--- src/rtl/bgr_startup_pkg.sv ---
// ============================================================================
// Module      : bgr_startup_pkg
// Description : Shared types and helpers for the bandgap start-up sequencer.
//               Holds the FSM state encoding (fixed, visible on state_dbg)
//               and the counter-width helper used to size internal timers.
// Revision    : 1.0 - initial release
// ============================================================================
`default_nettype none

package bgr_startup_pkg;

    // Width of the state register and of the state_dbg port.
    localparam int STATE_W = 3;

    // Encodings are fixed because downstream debug tooling decodes state_dbg.
    // Codes 6 and 7 are unused and recover to IDLE.
    typedef enum logic [STATE_W-1:0] {
        ST_IDLE   = 3'd0,
        ST_KICK   = 3'd1,
        ST_SETTLE = 3'd2,
        ST_QUAL   = 3'd3,
        ST_READY  = 3'd4,
        ST_FAULT  = 3'd5
    } state_t;

    // Width of a counter that runs from 0 up to limit-1. Never returns 0 so a
    // limit of 1 still produces a legal one-bit vector.
    function automatic int cnt_w(input int limit);
        return (limit > 1) ? $clog2(limit) : 1;
    endfunction

endpackage : bgr_startup_pkg

`default_nettype wire

--- src/rtl/bgr_sync2.sv ---
// ============================================================================
// Module      : bgr_sync2
// Description : Two-flop synchroniser for a single asynchronous level.
//               Asynchronous active-low reset clears both stages to 0, so the
//               synchronised level reads "not ok" until two edges after
//               reset release.
// Revision    : 1.0 - initial release
// ============================================================================
`default_nettype none

module bgr_sync2 (
    input  logic clk,
    input  logic rst_n,
    input  logic i_d,
    output logic o_q
);

    logic r_meta;
    logic r_sync;

    // Two back-to-back flops; the first may go metastable, the second settles.
    always_ff @(posedge clk or negedge rst_n) begin
        if (!rst_n) begin
            r_meta <= 1'b0;
            r_sync <= 1'b0;
        end else begin
            r_meta <= i_d;
            r_sync <= r_meta;
        end
    end

    assign o_q = r_sync;

endmodule : bgr_sync2

`default_nettype wire

--- src/rtl/bgr_startup_ctrl.sv ---
// ============================================================================
// Module      : bgr_startup_ctrl
// Description : Start-up sequencer for the bandgap reference. Pulses porst to
//               kick the core out of its zero-current state, qualifies the
//               synchronised bg_ok comparator flag with a consecutive-sample
//               filter, re-kicks on settle timeout and reports ready/fault.
//               All outputs are registered from the next-state decode so each
//               one changes on the same edge that enters its state.
// Options     : BGR_STARTUP_LOSS_MON_EN - when defined, READY watches ok and
//               re-kicks the core after OK_FILT consecutive not-ok samples.
//               When undefined, READY is terminal until en drops.
// Revision    : 1.0 - initial release
// ============================================================================
`default_nettype none

module bgr_startup_ctrl
    import bgr_startup_pkg::*;
#(
    parameter int PULSE_CYC  = 16,
    parameter int SETTLE_CYC = 1024,
    parameter int OK_FILT    = 8,
    parameter int MAX_RETRY  = 3
) (
    input  logic                           clk,
    input  logic                           rst_n,
    input  logic                           en,
    input  logic                           bg_ok_async,
    output logic                           porst,
    output logic                           ready,
    output logic                           fault,
    output logic [$clog2(MAX_RETRY+1)-1:0] retry_cnt,
    output logic [STATE_W-1:0]             state_dbg
);

    // ------------------------------------------------------------------------
    // Counter widths and terminal values
    // ------------------------------------------------------------------------
    localparam int PW = cnt_w(PULSE_CYC);
    localparam int SW = cnt_w(SETTLE_CYC);
    localparam int FW = cnt_w(OK_FILT);
    localparam int RW = $clog2(MAX_RETRY + 1);

    localparam logic [PW-1:0] c_pulse_last  = PW'(PULSE_CYC - 1);
    localparam logic [SW-1:0] c_settle_last = SW'(SETTLE_CYC - 1);
    localparam logic [FW-1:0] c_filt_last   = FW'(OK_FILT - 1);
    localparam logic [FW-1:0] c_filt_one    = FW'(1);
    localparam logic [RW-1:0] c_retry_max   = RW'(MAX_RETRY);

    // ------------------------------------------------------------------------
    // Declarations
    // ------------------------------------------------------------------------
    logic          w_ok_s;

    state_t        r_state;
    logic          r_porst;
    logic          r_ready;
    logic          r_fault;
    logic [RW-1:0] r_retry;
    logic [PW-1:0] r_pulse;
    logic [SW-1:0] r_settle;
    logic [FW-1:0] r_filt;

    state_t        w_state_nxt;
    logic [RW-1:0] w_retry_nxt;
    logic [PW-1:0] w_pulse_nxt;
    logic [SW-1:0] w_settle_nxt;
    logic [FW-1:0] w_filt_nxt;
    logic          w_retry_req;

`ifdef BGR_STARTUP_LOSS_MON_EN
    logic [FW-1:0] r_loss;
    logic [FW-1:0] w_loss_nxt;
`endif

    // ------------------------------------------------------------------------
    // Comparator flag synchroniser; only the synchronised level is used.
    // ------------------------------------------------------------------------
    bgr_sync2 u_ok_sync (
        .clk   (clk),
        .rst_n (rst_n),
        .i_d   (bg_ok_async),
        .o_q   (w_ok_s)
    );

    // ------------------------------------------------------------------------
    // Next-state and counter decode. The retry decision is resolved in the
    // same cycle as the timeout so no extra state is spent on it.
    // ------------------------------------------------------------------------
    always_comb begin
        w_state_nxt  = r_state;
        w_retry_nxt  = r_retry;
        w_pulse_nxt  = r_pulse;
        w_settle_nxt = r_settle;
        w_filt_nxt   = r_filt;
        w_retry_req  = 1'b0;
`ifdef BGR_STARTUP_LOSS_MON_EN
        // Loss count is only meaningful while in READY; cleared everywhere else.
        w_loss_nxt   = '0;
`endif

        case (r_state)
            ST_IDLE: begin
                w_pulse_nxt  = '0;
                w_settle_nxt = '0;
                w_filt_nxt   = '0;
                if (en) begin
                    w_state_nxt = ST_KICK;
                    w_retry_nxt = '0;
                end
            end

            ST_KICK: begin
                if (r_pulse == c_pulse_last) begin
                    w_state_nxt  = ST_SETTLE;
                    w_settle_nxt = '0;
                    w_filt_nxt   = '0;
                end else begin
                    w_pulse_nxt = r_pulse + 1'b1;
                end
            end

            ST_SETTLE: begin
                if (r_settle != c_settle_last) begin
                    w_settle_nxt = r_settle + 1'b1;
                end
                if (r_settle == c_settle_last) begin
                    w_retry_req = 1'b1;
                end else if (w_ok_s) begin
                    w_state_nxt = ST_QUAL;
                    w_filt_nxt  = c_filt_one;
                end
            end

            ST_QUAL: begin
                // The settle window keeps running across SETTLE/QUAL bounces.
                if (r_settle != c_settle_last) begin
                    w_settle_nxt = r_settle + 1'b1;
                end
                // Completion has priority over a coincident timeout.
                if (w_ok_s && (r_filt == c_filt_last)) begin
                    w_state_nxt = ST_READY;
                end else if (r_settle == c_settle_last) begin
                    w_retry_req = 1'b1;
                end else if (!w_ok_s) begin
                    w_state_nxt = ST_SETTLE;
                    w_filt_nxt  = '0;
                end else begin
                    w_filt_nxt = r_filt + 1'b1;
                end
            end

            ST_READY: begin
`ifdef BGR_STARTUP_LOSS_MON_EN
                // Consecutive not-ok samples; a single ok sample restarts it.
                if (!w_ok_s) begin
                    if (r_loss == c_filt_last) begin
                        w_state_nxt = ST_KICK;
                        w_retry_nxt = '0;
                        w_pulse_nxt = '0;
                    end else begin
                        w_loss_nxt = r_loss + 1'b1;
                    end
                end
`endif
            end

            ST_FAULT: begin
                w_state_nxt = ST_FAULT;
            end

            default: begin
                w_state_nxt = ST_IDLE;
            end
        endcase

        // Timeout: re-kick while retries remain, otherwise give up.
        if (w_retry_req) begin
            if (r_retry < c_retry_max) begin
                w_state_nxt = ST_KICK;
                w_retry_nxt = r_retry + 1'b1;
                w_pulse_nxt = '0;
            end else begin
                w_state_nxt = ST_FAULT;
            end
        end

        // Dropping en aborts everything, truncating an in-flight kick.
        if (!en) begin
            w_state_nxt  = ST_IDLE;
            w_pulse_nxt  = '0;
            w_settle_nxt = '0;
            w_filt_nxt   = '0;
`ifdef BGR_STARTUP_LOSS_MON_EN
            w_loss_nxt   = '0;
`endif
        end
    end

    // ------------------------------------------------------------------------
    // State, counter and output registers; outputs decode the next state.
    // ------------------------------------------------------------------------
    always_ff @(posedge clk or negedge rst_n) begin
        if (!rst_n) begin
            r_state  <= ST_IDLE;
            r_porst  <= 1'b0;
            r_ready  <= 1'b0;
            r_fault  <= 1'b0;
            r_retry  <= '0;
            r_pulse  <= '0;
            r_settle <= '0;
            r_filt   <= '0;
        end else begin
            r_state  <= w_state_nxt;
            r_porst  <= (w_state_nxt == ST_KICK);
            r_ready  <= (w_state_nxt == ST_READY);
            r_fault  <= (w_state_nxt == ST_FAULT);
            r_retry  <= w_retry_nxt;
            r_pulse  <= w_pulse_nxt;
            r_settle <= w_settle_nxt;
            r_filt   <= w_filt_nxt;
        end
    end

`ifdef BGR_STARTUP_LOSS_MON_EN
    // Loss counter register, present only with the loss monitor built in.
    always_ff @(posedge clk or negedge rst_n) begin
        if (!rst_n) begin
            r_loss <= '0;
        end else begin
            r_loss <= w_loss_nxt;
        end
    end
`endif

    assign porst     = r_porst;
    assign ready     = r_ready;
    assign fault     = r_fault;
    assign retry_cnt = r_retry;
    assign state_dbg = r_state;

endmodule : bgr_startup_ctrl

`default_nettype wire

--- config.mk ---
export PLATFORM = sky130hd
export DESIGN_NAME = bgr_startup_ctrl
export DESIGN_NICKNAME = d
export VERILOG_FILES = /design/src/rtl/bgr_startup_pkg.sv /design/src/rtl/bgr_sync2.sv /design/src/rtl/bgr_startup_ctrl.sv
export SDC_FILE = /design/constraint.sdc
export NUM_CORES = 1
export LEC_CHECK = 0
export ABC_AREA = 1
export CAP_MARGIN = 10
export CORE_MARGIN = 2
export CORE_UTILIZATION = 50
export CTS_BUF_LIST = sky130_fd_sc_hd__clkbuf_16
export CTS_CLUSTER_SIZE = 8
export DETAILED_ROUTE_END_ITERATION = 10
export PLACE_DENSITY = 0.71
export SYNTH_ARGS = -nofsm -noshare
export SYNTH_HDL_FRONTEND = slang
export SYNTH_SLANG_ARGS = --single-unit
--- constraint.sdc ---
create_clock -name clk -period 2.03 [get_ports clk]
set_input_delay 0.203 -clock clk [delete_from_list [all_inputs] [get_ports clk]]
set_output_delay 0.203 -clock clk [all_outputs]
set_load 0.01 [all_outputs]
Word level (Yosys, flattened, before mapping)
Index checks and enable logic that the tools add are counted.

word-level totals
  flip-flop bits (word level) = 27
  latch bits = 0
  RAM bits = 0
  memory bits (read-only) = 0
  bits of input ports = 4
  output and inout port bits = 8
  word-level logic and storage cells = 74
  memories = 0

operators by class
  add/subtract/negate cells = 4
  multiply operators = 0
  div/mod/pow operators = 0
  order comparisons = 1
  equality and inequality tests = 20
  shift operators = 0
  muxes and demuxes = 34
  bitwise gates (word level) = 0
  reductions and logical operators = 5

operators by type and width
  kind                                            count
  two-way mux 3 bit                               16
  two-way mux 10 bit                              3
  one-hot mux 10 bit (3 select lines)             1
  one-hot mux 3 bit (6 select lines)              1
  two-way mux 4 bit                               4
  == test 3 bit (second input constant)           5
  != test 3 bit (second input constant)           4
  one-hot mux 3 bit (4 select lines)              1
  adder 10 x 1 -> 10 bit (second input constant)  1
  == test 10 bit (second input constant)          1
  != test 10 bit (second input constant)          1
  two-way mux 2 bit                               4
  one-hot mux 4 bit (2 select lines)              1
  == test 3 x 1 -> 1 bit (second input constant)  2
  == test 3 x 2 -> 1 bit (second input constant)  2
  != test 3 x 2 -> 1 bit (second input constant)  2
  AND reduction 6 bit                             1
  != test 5 x 1 -> 1 bit (second input constant)  1
  adder 4 x 1 -> 4 bit (second input constant)    1
  == test 4 bit (second input constant)           1
  != test 4 x 2 -> 1 bit (second input constant)  1
  adder 3 x 1 -> 3 bit (second input constant)    1
  zero test 3 bit                                 1
  AND reduction 3 bit                             1
  6 further kinds                                 7

Depth between registers and ports, before layout
Gate-level depths: netlist (run 1).

  depth in word-level cells = 7
  depth in mapped cells = 10
  gate-level depth less buffers = 10

Cells and area by module
Synthesis (run 1) repeated with hierarchy kept, for this count alone.

second synthesis, totals
  cell total of the unflattened synthesis = 200
  area total of the unflattened synthesis = 1547.7 µm²

modules (own cells, without submodules)
  module            times used  cells an instance  area an instance (µm²)  sequential area each (µm²)
  bgr_startup_ctrl  1           198                1497.7                  625.6
  bgr_sync2         1           2                  50.0                    50.0

Worst setup path after synthesis (run 1)
Ideal clock, no wire load.

  path kind = flip-flop to flip-flop
  from = register r_pulse[0]
  to = register r_settle[2]
  setup time = 0.121 ns
  data arrival time = 1.322 ns
  setup slack = 0.587 ns
  stages on the path, launching flop included = 11
  period minus slack after synthesis = 1.443 ns
  cells stage by stage = dfrtp_1 -> ha_1 -> nand2_1 -> nor2_2 -> nor2_2 -> nor2_1 -> o21ai_2 -> nand2_2 -> clkinv_4 -> nand2_1 -> o21ai_2

between the ends
  cells in the longest elaborated chain, start to end = 3

ends and longest elaborated chain
  element                        line                     RTL
  start: declaration             bgr_startup_ctrl.sv:59   logic [PW-1:0] r_pulse;
  start signal: assignment       bgr_startup_ctrl.sv:218  r_pulse <= w_pulse_nxt;
  == test 4 bit                  bgr_startup_ctrl.sv:113  if (r_pulse == c_pulse_last) begin
  != test 3 bit (no line)        n/a
  AND reduction 3 bit (no line)  n/a
  end signal: assignment         bgr_startup_ctrl.sv:219  r_settle <= w_settle_nxt;
  end: declaration               bgr_startup_ctrl.sv:60   logic [SW-1:0] r_settle;

Every way passes these cells.
A chain may end at the register's enable or synchronous reset.

Final worst setup path (run 1)
  from = register r_state[2], in the netlist state_dbg[2]
  to = output port state_dbg[2]

RTL lines
  element                   line                     RTL
  start: declaration        bgr_startup_ctrl.sv:54   state_t r_state;
  start signal: assignment  bgr_startup_ctrl.sv:213  r_state <= w_state_nxt;
  end: declaration          bgr_startup_ctrl.sv:32   output logic [STATE_W-1:0] state_dbg

No word-level cell between the ends.

==> flow_metrics.py, run 1 <==
metrics = {
    "status": {
        "run_status": "complete, no violations",
    },
    "floorplanning": {
        "core_area_um2": 3030,
        "die_height_um": 60.2,
        "std_cell_rows": 20,
        "pin_count": 12,
        "floorplan.initialDensity": 0.522,
        "die_area_um2": 3630,
        "fp.dieW_um": 60.2,
    },
    "clock_tree": {
        "cts_inserted_buffers": 3,
        "clkLatencyLatePin_ns": 0.26,
        "post-cts-setup-buffer-count": 0,
        "cts_hold_repair.buffers": 0,
        "max-clock-path-buffers": 2,
        "cts_tree": "yes",
        "cts_htree_levels": 1,
        "clkSinkCount": 27,
        "cts.clk_slew.worst_paths_ns": 0.07,
        "clockRootBuffer": "sky130_fd_sc_hd__clkbuf_16",
        "post_cts_resized": 0,
    },
    "synthesis": {
        "synthesis.area_um2": 1580,
        "synth_cell_types": 31,
        "yosys-top-cells-count": "sky130_fd_sc_hd__nand2_1, sky130_fd_sc_hd__dfrtp_1, sky130_fd_sc_hd__inv_1",
        "synth-edff-count": 0,
        "most_repeated_cell_in_the_gate_level_netlist_after_synthesis": "sky130_fd_sc_hd__nand2_1",
        "synth_seq_area_share": 0.427,
        "ys_warn_count": 0,
        "ys_async_sr_fraction": 1.00,
        "netlist_top_cells_area": "sky130_fd_sc_hd__dfrtp_1, sky130_fd_sc_hd__nand2_1, sky130_fd_sc_hd__nand3_1",
        "yosys.area.top_type": "sky130_fd_sc_hd__dfrtp_1",
        "synth.ff_latch_count": 27,
        "synth_top_area_share": 0.427,
        "syn_avg_cell_area_um2": 8.41,
        "syn_inst": 188,
        "synth_fp_nets": 197,
        "postSynth.topFlopCell": "sky130_fd_sc_hd__dfrtp_1",
    },
    "detailed_routing": {
        "detail_route.iter0.violations": 81,
        "ant_nets": 0,
        "detail_route.vias_per_cell": 5.35,
        "dr.pass1.iters": 4,
        "detailroute.via_count": 1317,
        "drcViolationCount": 0,
        "routed_wire_length_per_instance_um": 13.1,
        "routed_wirelength_um": 3210,
    },
    "finish": {
        "insertedDiodeCount": 0,
        "number_of_inserted_filler_cells_in_the_final_layout": 269,
        "final_core_utilization": 0.601,
        "multi_input_comb_area_um2": 779,
        "area_delta_synth_final_pct": 15.1,
        "stdcell_count": 246,
        "seq_area_um2": 676,
        "drive_above_1_share": 0.163,
        "num-nets-final": 212,
    },
    "sta": {
        "grt_setup_unrepaired": "no",
        "timing_max_transition_violations_final": 0,
        "period_share": 0.832,
        "timing.setup.tns_ns": 0,
        "final_critical_path_setup_slack_ns": 0.341,
        "worst_clock_skew_ns": 0.00143,
        "clock.fmax_ghz": 0.592,
        "timing_hold_violations_final": 0,
        "min_tclk_post_route_ns": 1.69,
        "maxSlewHeadroom": 0.716,
        "worst_slew_pin_slew_ns": 0.426,
        "setup_violations": 0,
    },
    "setup_path": {
        "slowest_delay_ns": 0.62,
        "critical_path_peak_fanout": 8,
        "timing.critical_path.arrival_ns": 1.49,
        "timing.critical_path.slowest_stage_cell": "sky130_fd_sc_hd__clkdlybuf4s50_1",
        "reg2reg_setup_slack_ns": 0.42,
        "timing.critical_path.max_delay_family": "buffers and inverters",
        "path_cells": "clkdlybuf4s50_1",
        "path_class": "flip-flop to primary output",
        "path_buf_inv": 1,
        "critical_path.startpoint_type": "flip-flop",
        "sort_of_element_at_the_end_of_the_critical_path": "primary output",
        "worst-endpoint-required_ns": 1.83,
    },
    "pwr": {
        "power_leakage_nw": 0.851,
        "power-per-cell-area_nw_per_um2": 580,
        "totalPowerFinal_mw": 1.06,
        "vdd_drop_max_mv": 0.417,
    },
    "placed_design": {
        "gpl_wtd_cong": 0.838,
        "preCtsSetupSlack_ns": 0.335,
        "post-dp-hpwl_um": 2410,
        "dp.cells": 242,
        "place.port_buffers": 11,
    },
    "global_routing": {
        "grt_first_pass_wirelength_um": 5540,
        "groute.usage.overall": 0.206,
        "grt-ovfl-total": 0,
        "vias_in_the_first_global_route": 1240,
        "grt_max_degree": 28,
        "grt_antenna_before_repair": 0,
    },
    "flow_run": {
        "drv_cap": 0,
    },
    "min_path": {
        "worst_hold_path_type": "input port to async pin",
    },
}
==> through the flow <==
stage	hold slack (ns)	instance area, um^2
after floorplan	-0.0926	1580
after global placement	0.336	1740
after detailed placement	0.337	1740
after CTS	0.336	1820
after global routing	0.338	1820
final	0.313	1820
==> flip-flops by register name, indices dropped and copies added (netlist names) <==
register / cells
u_ok_sync.o_q: 1
retry_cnt: 2
fault: 1
ready: 1
porst: 1
r_pulse: 4
u_ok_sync.r_meta: 1
r_filt: 3
r_settle: 10
state_dbg: 3
==> layout by cell type (no fill, tap or decap) <==
| cell type | instances |
|---|---|
| sky130_fd_sc_hd__xor2_1 | 1 |
| sky130_fd_sc_hd__nand4_1 | 11 |
| sky130_fd_sc_hd__a21oi_1 | 7 |
| sky130_fd_sc_hd__nor2_8 | 2 |
| sky130_fd_sc_hd__nand2_1 | 31 |
| sky130_fd_sc_hd__clkbuf_16 | 3 |
| sky130_fd_sc_hd__inv_2 | 3 |
| sky130_fd_sc_hd__a211oi_1 | 1 |
| sky130_fd_sc_hd__dfrtp_1 | 27 |
| sky130_fd_sc_hd__nor3_1 | 2 |
| sky130_fd_sc_hd__inv_1 | 21 |
| sky130_fd_sc_hd__o21ai_2 | 5 |
| sky130_fd_sc_hd__nand2_2 | 3 |
| sky130_fd_sc_hd__o21bai_1 | 1 |
| sky130_fd_sc_hd__nor2_2 | 4 |
| sky130_fd_sc_hd__o211ai_1 | 2 |
| sky130_fd_sc_hd__or2_2 | 1 |
| sky130_fd_sc_hd__clkinv_2 | 1 |
| sky130_fd_sc_hd__nor2_1 | 14 |
| sky130_fd_sc_hd__buf_4 | 2 |
| sky130_fd_sc_hd__clkinv_4 | 1 |
| sky130_fd_sc_hd__nor2_4 | 2 |
| sky130_fd_sc_hd__nand3_1 | 18 |
| sky130_fd_sc_hd__nand4_4 | 1 |
| sky130_fd_sc_hd__ha_1 | 5 |
| sky130_fd_sc_hd__o21ai_1 | 10 |
| sky130_fd_sc_hd__inv_4 | 1 |
| sky130_fd_sc_hd__o21ai_0 | 6 |
| sky130_fd_sc_hd__a22oi_1 | 1 |
| sky130_fd_sc_hd__nand3_2 | 4 |
| sky130_fd_sc_hd__clkdlybuf4s50_1 | 11 |
==> power breakdown <==
group / internal, mW / switching [mW] / total [mW] / leakage, nW
sequential: 0.544 / 0.00665 / 0.551 / 0.367
clock: 0.264 / 0.183 / 0.447 / 0.0423
combinational: 0.0194 / 0.0397 / 0.0591 / 0.442
==> cells by family (layout without fill, tap and decap cells) <==
kind of cell | count (synthesis) | count (layout) | share of synthesized area
fa+ha+maj | 5 | 5 | 0.0396
simple gates | 93 | 93 | 0.324
flops | 27 | 27 | 0.427
compound gates | 33 | 33 | 0.124
xor+xnor | 1 | 1 | 0.00554
buf+inv | 29 | 43 | 0.0799
==> path summary, 6_finish.rpt <==
check	cells past startpoint	startpoint	endpoint
max	1	state_dbg[2]$_DFF_PN0_	state_dbg[2]
min in group clk	0	u_ok_sync.r_meta$_DFF_PN0_	u_ok_sync.o_q$_DFF_PN0_
min reg2reg	0	u_ok_sync.r_meta$_DFF_PN0_	u_ok_sync.o_q$_DFF_PN0_
min	2	rst_n	r_settle[5]$_DFFE_PN0P_
max reg2reg	10	r_pulse[0]$_DFF_PN0_	r_settle[2]$_DFFE_PN0P_
max in group asynchronous	2	rst_n	state_dbg[2]$_DFF_PN0_
==> cell type report <==
type                    instances  share of cell area
clock inverters                 1             0.00206
multi-input cells             132               0.428
clock buffers                   3              0.0412
flip-flops and latches         27               0.371
repair buffers                 13              0.0687
inverters                      26              0.0584
well taps                      44              0.0302
==> per-layer routing <==
metal	vias up	wire length, um	track usage
met5	-	0	0
met4	0	44	0.0603
met3	6	161	0.0541
met2	34	1490	0.328
met1	617	1520	0.276
li1	660	-	-
No activity file was read; power rests on OpenSTA's default activity.
==> inputs of run 2 (changes only) <==
==> constraint.sdc (replaced) <==
create_clock -name clk -period 1.67 [get_ports clk]
set_input_delay 0.167 -clock clk [delete_from_list [all_inputs] [get_ports clk]]
set_output_delay 0.167 -clock clk [all_outputs]
set_load 0.01 [all_outputs]
==> flow_metrics.py, run 2 (synthesized netlist as in run 1, its figures left out) <==
metrics = {
    "clock_tree": {
        "cts.clk_slew.worst_paths_ns": 0.07,
        "max-clock-path-buffers": 2,
        "clkSinkCount": 27,
        "cts_tree": "yes",
        "cts_hold_repair.buffers": 0,
        "clkLatencyLatePin_ns": 0.26,
        "cts_inserted_buffers": 3,
        "cts_htree_levels": 1,
        "clockRootBuffer": "sky130_fd_sc_hd__clkbuf_16",
    },
    "detailed_routing": {
        "drcViolationCount": 0,
        "dr.pass1.iters": 4,
        "detail_route.iter0.violations": 120,
        "routed_wire_length_per_instance_um": 12.8,
        "routed_wirelength_um": 3250,
        "detailroute.via_count": 1340,
        "detail_route.vias_per_cell": 5.28,
        "ant_nets": 0,
    },
    "setup_path": {
        "critical_path_peak_fanout": 8,
        "worst-endpoint-required_ns": 1.83,
        "sort_of_element_at_the_end_of_the_critical_path": "flip-flop",
        "worst_r2r_path_depth": 10,
        "path_class": "flip-flop to flip-flop",
        "critical_path.startpoint_type": "flip-flop",
        "reg2reg_setup_slack_ns": 0.13,
        "timing.critical_path.arrival_ns": 1.70,
    },
    "global_routing": {
        "grt_antenna_before_repair": 0,
        "groute.usage.overall": 0.203,
        "grt-ovfl-total": 0,
        "grt_max_degree": 28,
        "vias_in_the_first_global_route": 1250,
        "grt_first_pass_wirelength_um": 5600,
    },
    "min_path": {
        "worst_hold_path_type": "input port to async pin",
    },
    "finish": {
        "register_ranked_first_by_flip_flop_count": "r_settle",
        "largestRegisters": "r_settle x10, r_pulse x4",
        "seq_area_um2": 677,
        "number_of_inserted_filler_cells_in_the_final_layout": 272,
        "most_frequent_standard_cell_in_the_layout_excluding_fill_and_tap_cells": "sky130_fd_sc_hd__nand2_1",
        "layout.cells.most_common_list": "sky130_fd_sc_hd__nand2_1, sky130_fd_sc_hd__dfrtp_1, sky130_fd_sc_hd__inv_1, sky130_fd_sc_hd__nand3_1, sky130_fd_sc_hd__nor2_1",
        "design_area_um2": 1920,
        "drive_above_1_share": 0.233,
        "insertedDiodeCount": 0,
        "stdcell_count": 254,
        "multi_input_comb_area_um2": 813,
        "largest_register_ffs": 10,
        "num-nets-final": 220,
        "area_delta_synth_final_pct": 21.4,
    },
    "placed_design": {
        "post-dp-hpwl_um": 2370,
        "placedInstanceArea_um2": 1750,
        "place.port_buffers": 11,
        "preCtsSetupSlack_ns": 0.0361,
        "gpl_wtd_cong": 0.820,
        "dp.cells": 243,
    },
    "pwr": {
        "vdd_drop_max_mv": 0.608,
        "totalPowerFinal_mw": 1.31,
        "power-per-cell-area_nw_per_um2": 680,
        "power_leakage_nw": 0.889,
    },
    "floorplanning": {
        "fp.dieW_um": 60.2,
        "floorplan.initialDensity": 0.522,
        "die_height_um": 60.2,
        "core_area_um2": 3030,
        "pin_count": 12,
        "die_area_um2": 3630,
        "std_cell_rows": 20,
    },
    "sta": {
        "worst_slew_pin_slew_ns": 0.333,
        "min_tclk_post_route_ns": 1.54,
        "setup_violations": 0,
        "timing_hold_violations_final": 0,
        "worst_clock_skew_ns": 0.00578,
        "period_share": 0.924,
        "timing_max_transition_violations_final": 0,
        "maxSlewHeadroom": 0.778,
        "timing.setup.tns_ns": 0,
        "clock.fmax_ghz": 0.648,
        "final_critical_path_setup_slack_ns": 0.126,
    },
    "flow_run": {
        "drv_cap": 0,
    },
    "status": {
        "run_status": "complete, no violations",
    },
}
[run 2: routing by layer]
metal / vias up / routed length, um / share of wire / track usage
met5: - / 0 / 0 / 0
met4: 0 / 31 / 0.0095 / 0.0476
met3: 4 / 150 / 0.046 / 0.0519
met2: 32 / 1450 / 0.44 / 0.303
met1: 621 / 1620 / 0.50 / 0.295
li1: 683 / - / - / -
[run 2: cell type report]
class | count | area share
Multi-Input combinational cell | 132 | 0.424
Sequential cell | 27 | 0.353
Clock inverter | 1 | 0.00391
Tap cell | 44 | 0.0287
Timing Repair Buffer | 21 | 0.0965
Clock buffer | 3 | 0.0391
Inverter | 26 | 0.0554
[run 2: stage by stage]
step / utilization / hold slack [ns]
floorplan: - / -0.129
global placement: 0.578 / 0.345
detailed placement: 0.578 / 0.343
CTS: 0.605 / 0.286
global route: 0.634 / 0.331
finish: 0.634 / 0.266
[run 2: worst paths after layout]
check                                                  end                       start
worst min-delay path               r_settle[6]$_DFFE_PN0P_                       rst_n
worst min register to register     u_ok_sync.o_q$_DFF_PN0_  u_ok_sync.r_meta$_DFF_PN0_
worst max register to register     r_settle[3]$_DFFE_PN0P_        r_pulse[0]$_DFF_PN0_
max in group asynchronous           state_dbg[2]$_DFF_PN0_                       rst_n
min in group clk                u_ok_sync.r_meta$_DFF_PN0_                 bg_ok_async
worst max-delay path               r_settle[3]$_DFFE_PN0P_        r_pulse[0]$_DFF_PN0_
[run 2: worst max-delay path, cell delays in order, from the launching register on]
cell and delay, ns:
sky130_fd_sc_hd__dfrtp_1 0.38, sky130_fd_sc_hd__ha_2 0.20, sky130_fd_sc_hd__nand2_2 0.09, sky130_fd_sc_hd__nor2_4 0.16, sky130_fd_sc_hd__nor2_4 0.07, sky130_fd_sc_hd__nor2_2 0.09, sky130_fd_sc_hd__o21ai_2 0.08, sky130_fd_sc_hd__nand2_4 0.13
sky130_fd_sc_hd__clkinv_4 0.10, sky130_fd_sc_hd__nand2_1 0.08, sky130_fd_sc_hd__o21ai_2 0.05
[run 2: repair_timing]
item / CTS / global route
gates resized for setup: 1 / 9
cloned: 0 / 0
setup buffers: 0 / 7
hold endpoints to repair: 0 / 0
setup endpoints to repair: 1 / 18
pin swaps: 0 / 3
[run 2: where the power goes]
| group | total [mW] | internal [mW] | switching [mW] |
|---|---|---|---|
| Sequential | 0.670 | 0.662 | 0.00834 |
| Clock | 0.553 | 0.326 | 0.227 |
| Combinational | 0.0829 | 0.0301 | 0.0528 |
| Total | 1.31 | 1.02 | 0.288 |
